<file path="src/rtl/pattern_scan_scheduler.sv">
// Round-robin scheduler that feeds NREQ parallel frames, one at a time, MSB-first
// through a shared serial pattern matcher and reports match count / first position.
module pattern_scan_scheduler #(
  parameter int               NREQ        = 4,
  parameter int               FRAME_W     = 16,
  parameter int               PAT_W       = 5,
  parameter logic [PAT_W-1:0] RST_PATTERN = 5'b11011,
  parameter int               ID_W        = $clog2(NREQ),
  parameter int               CNT_W       = $clog2(FRAME_W + 1),
  parameter int               POS_W       = $clog2(FRAME_W)
) (
  input  logic                      clk,
  input  logic                      rst,
  input  logic                      cfg_we,
  input  logic [PAT_W-1:0]          cfg_pattern,
  input  logic                      cfg_overlap,
  input  logic [NREQ-1:0]           req_valid,
  input  logic [NREQ*FRAME_W-1:0]   req_frame,
  output logic [NREQ-1:0]           req_ready,
  output logic                      busy,
  output logic                      match_pulse,
  output logic                      res_valid,
  output logic [ID_W-1:0]           res_id,
  output logic [CNT_W-1:0]          res_count,
  output logic [POS_W-1:0]          res_first_pos
);

  localparam int FILL_W = $clog2(PAT_W + 1);

  typedef enum logic [1:0] {
    ST_IDLE = 2'd0,
    ST_SCAN = 2'd1,
    ST_DONE = 2'd2
  } state_e;

  state_e             state_q;
  logic [ID_W-1:0]    rr_ptr_q;
  logic [PAT_W-1:0]   pattern_q;
  logic               overlap_q;
  logic [FRAME_W-1:0] frame_q;
  logic [ID_W-1:0]    id_q;
  logic [POS_W-1:0]   bit_idx_q;
  logic [PAT_W-1:0]   window_q;
  logic [FILL_W-1:0]  fill_q;
  logic [CNT_W-1:0]   count_q;
  logic [POS_W-1:0]   first_q;
  logic               match_pulse_q;
  logic               res_valid_q;
  logic [ID_W-1:0]    res_id_q;
  logic [CNT_W-1:0]   res_count_q;
  logic [POS_W-1:0]   res_first_pos_q;

  logic               grant_hit_s;
  logic               grant_found_s;
  logic [ID_W-1:0]    grant_idx_s;
  logic [ID_W-1:0]    rr_ptr_d;
  logic               scan_bit_s;
  logic [PAT_W-1:0]   window_d;
  logic               match_s;
  logic [FILL_W-1:0]  fill_d;
  logic [CNT_W-1:0]   count_d;
  logic [POS_W-1:0]   first_d;
  logic               last_bit_s;

  function automatic logic [ID_W-1:0] wrap_idx(input logic [ID_W-1:0] base, input int offset);
    int sum;
    sum = int'(base) + offset;
    return ID_W'(sum % NREQ);
  endfunction

  // Round-robin search: first pending requester at or after rr_ptr, wrapping.
  always_comb begin
    grant_hit_s   = 1'b0;
    grant_found_s = 1'b0;
    grant_idx_s   = '0;
    for (int i = 0; i < NREQ; i++) begin
      grant_hit_s   = !grant_found_s && req_valid[wrap_idx(rr_ptr_q, i)];
      grant_idx_s   = grant_hit_s ? wrap_idx(rr_ptr_q, i) : grant_idx_s;
      grant_found_s = grant_found_s | grant_hit_s;
    end
    rr_ptr_d = (grant_idx_s == ID_W'(NREQ - 1)) ? '0 : grant_idx_s + ID_W'(1);
  end

  // Matcher next-state: the frame register shifts left so its MSB is the current bit.
  always_comb begin
    scan_bit_s = frame_q[FRAME_W-1];
    window_d   = {window_q[PAT_W-2:0], scan_bit_s};
    match_s    = (state_q == ST_SCAN) && (fill_q >= FILL_W'(PAT_W - 1)) && (window_d == pattern_q);
    if (match_s && !overlap_q) begin
      fill_d = '0;
    end else if (fill_q == FILL_W'(PAT_W)) begin
      fill_d = fill_q;
    end else begin
      fill_d = fill_q + FILL_W'(1);
    end
    count_d    = count_q + CNT_W'(match_s);
    first_d    = (match_s && (count_q == '0)) ? bit_idx_q : first_q;
    last_bit_s = (bit_idx_q == POS_W'(FRAME_W - 1));
  end

  // Control FSM, datapath and registered result outputs.
  always_ff @(posedge clk) begin
    if (rst) begin
      state_q         <= ST_IDLE;
      rr_ptr_q        <= '0;
      pattern_q       <= RST_PATTERN;
      overlap_q       <= 1'b0;
      frame_q         <= '0;
      id_q            <= '0;
      bit_idx_q       <= '0;
      window_q        <= '0;
      fill_q          <= '0;
      count_q         <= '0;
      first_q         <= '0;
      match_pulse_q   <= 1'b0;
      res_valid_q     <= 1'b0;
      res_id_q        <= '0;
      res_count_q     <= '0;
      res_first_pos_q <= '0;
    end else begin
      match_pulse_q <= 1'b0;
      res_valid_q   <= 1'b0;
      // Config is only accepted in IDLE, so an accepted frame sees the new values.
      if (cfg_we && (state_q == ST_IDLE)) begin
        pattern_q <= cfg_pattern;
        overlap_q <= cfg_overlap;
      end
      case (state_q)
        ST_IDLE: begin
          if (grant_found_s) begin
            frame_q   <= req_frame[int'(grant_idx_s)*FRAME_W +: FRAME_W];
            id_q      <= grant_idx_s;
            rr_ptr_q  <= rr_ptr_d;
            bit_idx_q <= '0;
            window_q  <= '0;
            fill_q    <= '0;
            count_q   <= '0;
            first_q   <= '0;
            state_q   <= ST_SCAN;
          end
        end
        ST_SCAN: begin
          frame_q       <= frame_q << 1;
          window_q      <= window_d;
          fill_q        <= fill_d;
          count_q       <= count_d;
          first_q       <= first_d;
          bit_idx_q     <= bit_idx_q + POS_W'(1);
          match_pulse_q <= match_s;
          if (last_bit_s) begin
            state_q         <= ST_DONE;
            res_valid_q     <= 1'b1;
            res_id_q        <= id_q;
            res_count_q     <= count_d;
            res_first_pos_q <= first_d;
          end
        end
        ST_DONE: begin
          state_q <= ST_IDLE;
        end
        default: begin
          state_q <= ST_IDLE;
        end
      endcase
    end
  end

  assign req_ready     = ((state_q == ST_IDLE) && !rst && grant_found_s)
                         ? ({{(NREQ-1){1'b0}}, 1'b1} << grant_idx_s) : '0;
  assign busy          = (state_q != ST_IDLE);
  assign match_pulse   = match_pulse_q;
  assign res_valid     = res_valid_q;
  assign res_id        = res_id_q;
  assign res_count     = res_count_q;
  assign res_first_pos = res_first_pos_q;

endmodule

</file>
<file path="config.mk">
export PLATFORM = sky130hd
export DESIGN_NAME = pattern_scan_scheduler
export DESIGN_NICKNAME = d
export VERILOG_FILES = /design/src/rtl/pattern_scan_scheduler.sv
export SDC_FILE = /design/constraint.sdc
export NUM_CORES = 1
export LEC_CHECK = 0
export ABC_AREA = 1
export ABC_CLOCK_PERIOD_IN_PS = 2320
export CAP_MARGIN = 10
export CORE_MARGIN = 4
export CORE_UTILIZATION = 51
export CTS_BUF_LIST = sky130_fd_sc_hd__clkbuf_2
export DETAILED_ROUTE_END_ITERATION = 8
export GPL_TIMING_DRIVEN = 0
export PLACE_DENSITY_LB_ADDON = 0.25
export SYNTH_ARGS = -nofsm -noshare
export SYNTH_HDL_FRONTEND = slang
export SYNTH_SLANG_ARGS = --single-unit
</file>
<file path="constraint.sdc">
create_clock -name clk -period 2.32 [get_ports clk]
set_input_delay 0.464 -clock clk [delete_from_list [all_inputs] [get_ports clk]]
set_output_delay 0.464 -clock clk [all_outputs]
set_load 0.01 [all_outputs]
</file>
==> results_dict.tcl <==
set metrics [dict create \
    synth_area_um2 3796 \
    rsz0062_at_grt "true" \
    grt_max_degree 15 \
    violations "negative setup slack" \
    gp_congestion 0.8771 \
    crit_chain "buf_6 -> inv_8 -> nand2_1 -> nand2_2 -> nand2_1 -> nand2_1 -> nand2_2 -> nand2_2 -> nand2_2 -> nand2_2 -> nor2_4 -> ha_2 -> inv_1 -> nor2_1 -> buf_2" \
    crit_path_max_incr_delay_ns 0.38 \
    path_clk_slew_ns 0.17 \
    synth_edf_count 0 \
    timing.critical_path.buf_inv 4 \
    syn_inst 607 \
    dieHeight_um 94.28 \
    drt_iter0_drc 301 \
    portBuffers 94 \
    ant_nets 0 \
    ctsHoldBuffers 0 \
    grt_overflow_total 0 \
    worst_slack_ns -0.5021 \
    rr_worst_depth 17 \
    drt_pre_antenna_iters 7 \
    design_power_total_uw 6299 \
    timing.rr.start "rr_ptr_q[0]" \
    clockBufferDepth 2 \
    slowest_stage "dfxtp_2" \
    required_ns 1.86 \
    rows 31 \
    endpoint_kind "output port" \
    grtUsageTotal 0.2586 \
    drcViolationCount 0 \
    ys.flop_type "dfxtp_1" \
    htreeDepth 3 \
    cpMostUsedCell "nand2_2" \
    worst-path-max-fanout 10 \
    p_leak_uw 0.002630 \
    dp_hpwl_um 8057 \
    r2r_slack_ns 0.08 \
    timing.final.crit_period_ns 2.822 \
    grt_pass1_vias 4347 \
    syn_area_per_cell_um2 6.254 \
    status "complete, but fails checks" \
    cp.arrival_ns 2.36 \
    wire_per_inst_um 14.02 \
    grt_pass1_wl_um 18260 \
    min_period_over_period 1.216 \
    hold_class "reg2reg" \
    core_area_um2 7253 \
    relSlewSlack 0.6226 \
    tightest_slew_ns 0.5660 \
    stdcell_count 837 \
    yosysSeqAreaShare 0.3217 \
    min_to "frame_q[9]" \
    start_util 0.5234 \
    path_delay_family "simple AND/OR/NAND/NOR gates" \
    ys_async_sr_fraction 0 \
    antenna_found_initial 0 \
    die_w_um 94.28 \
    nets 820 \
    ys_seq_elements 61 \
    drv_slew 0 \
    power_density_nw_per_um2 1198 \
    ys_types 34 \
    max-vdd-ir-drop_uv 805.2 \
    tritoncts "done" \
    setup_viol 4 \
    clock.fmax_mhz 354.3 \
    ioPinCount 95 \
    cap_violations 0 \
    final_cell_mix "146 x nand2_1, 95 x inv_1, 90 x clkdlybuf4s50_1, 75 x nand3_1, 58 x dfxtp_1" \
    placed_cells_incl_taps 800 \
    clkLatencyLatePin_ns 0.50 \
    cts_root_buf "clkbuf_2" \
    dieArea_um2 8888 \
    yosysWarnings 0 \
    crit_type "reg2out" \
    skew_ns 0.02610 \
    cts.sinks 61 \
    diodes 0 \
    synthesis.nets 693 \
    startpoint_type "register" \
    cts_inserted_buffers 9 \
    area_delta_synth_final_pct 38.50 \
    r2r_end "frame_q[15]" \
    mostFrequentLayoutCell "nand2_1" \
    whs_path_depth 2 \
    final_util 0.7249 \
    vias_per_cell 5.335 \
    vias 4465 \
    drive_above_1_share 0.1545 \
    wirelength_um 11730 \
    min_from "frame_q[9]" \
    hold_viol_final 0 \
]
-- area by class of cell --
class,instances,area [um^2]
plain buffers,27,162.7
flip-flops and latches,61,1227
repair buffers,118,1106
inverters,106,420.4
clock buffers,11,55.05
well taps,99,123.9
multi-input cells,411,2146
clock inverters,4,16.27
fillers,594,1996
-- state kept, by name (all words and copies together) (netlist names) --
register,cells
id_q,2
bit_idx_q,4
rr_ptr_q,2
overlap_q,1
first_q,4
window_q,4
count_q,5
res_count,5
res_first_pos,4
fill_q,3
frame_q,16
res_id,2
state_q,2
pattern_q,5
match_pulse,1
res_valid,1
-- per-stage QoR --
stage | TNS, ns | setup slack, ns | hold WS [ns] | cell area [um^2]
final | -1.938 | -0.5021 | 0.4587 | 5258
after global routing | -2.571 | -0.6342 | 0.4876 | 5258
after CTS | -1.819 | -0.4574 | 0.4614 | 5157
after detailed placement | -6.590 | -1.084 | 0.4395 | 4861
after global placement | -5.193 | -1.039 | 0.4359 | 4861
after floorplan | 0 | 0.1198 | 0.4265 | 3796
-- logic make-up after synthesis --
logic type / share of synthesized area
AO/OA/AOI/OAI: 0.07910
XOR/XNOR: 0.01615
adder cells (fa/ha/maj): 0.02966
AND/OR/NAND/NOR: 0.4021
buffers and inverters: 0.1513
flip-flops: 0.3217
-- worst max path at each step --
stage | start | to | slack [ns] | cells after the start
floorplan | req_valid[3] | req_ready[3] | 0.12 | 13
global placement | req_valid[3] | req_ready[3] | -1.04 | 13
detailed placement | req_valid[2] | req_ready[3] | -1.08 | 13
CTS | rr_ptr_q[0] | req_ready[0] | -0.46 | 14
global route | rr_ptr_q[0] | req_ready[1] | -0.63 | 14
finish | rr_ptr_q[0] | req_ready[3] | -0.50 | 15
-- worst reg2reg max path: stages (launching register included) --
cell	delay, ns
dfxtp_2	0.38
buf_6	0.14
inv_8	0.06
nand2_2	0.06
nand2_2	0.09
nand2_2	0.08
nand2_2	0.07
nor2_4	0.15
nand3_4	0.15
buf_4	0.17
nand2_2	0.05
nand2_2	0.13
inv_4	0.14
nand2_4	0.12
clkinv_4	0.12
buf_6	0.15
nand2_1	0.06
nand2_1	0.06
-- timing repair --
| action | 4_1_cts | 5_1_grt |
|---|---|---|
| pin swaps | 14 | 8 |
| cloned | 1 | 0 |
| setup buffers | 19 | 4 |
| resized for setup | 50 | 26 |
| setup endpoints to repair | 4 | 19 |
-- where the power goes --
group          switching [uW]  internal, uW  leakage (uW)
Clock                     354           133     0.0000543
Sequential                130          1260      0.000500
Combinational            2670          1760       0.00208
Total                    3160          3140       0.00263
-- routing by layer --
metal | wire, um | GRT usage | vias up | share of wire
met4 | 271 | 0.1083 | 0 | 0.023
met5 | 0 | 0 | - | 0
met1 | 4633 | 0.2993 | 2036 | 0.39
met2 | 5915 | 0.4580 | 198 | 0.50
met3 | 912 | 0.05449 | 37 | 0.078
li1 | - | - | 2194 | -
-- Yosys cell counts, types with 2 or more instances --
master    count  area share
nand2_1     163        0.16
inv_1        97       0.096
nand3_1      81        0.11
dfxtp_1      61        0.32
nor2_1       48       0.047
nand4_1      32       0.053
o21ai_0      27       0.036
a21oi_1      14       0.018
clkbuf_1     10      0.0099
buf_2         9       0.012
ha_1          9       0.030
buf_4         7       0.014
nand2_2       6      0.0099
xor2_1        6       0.014
inv_2         5      0.0049
o21ai_1       5      0.0066
o211ai_1      3      0.0059
o22ai_1       3      0.0049
a22oi_1       2      0.0040
buf_6         2      0.0059
inv_4         2      0.0033
nand2_4       2      0.0059
nor2_4        2      0.0059
No activity file was read; power rests on OpenSTA's default activity.
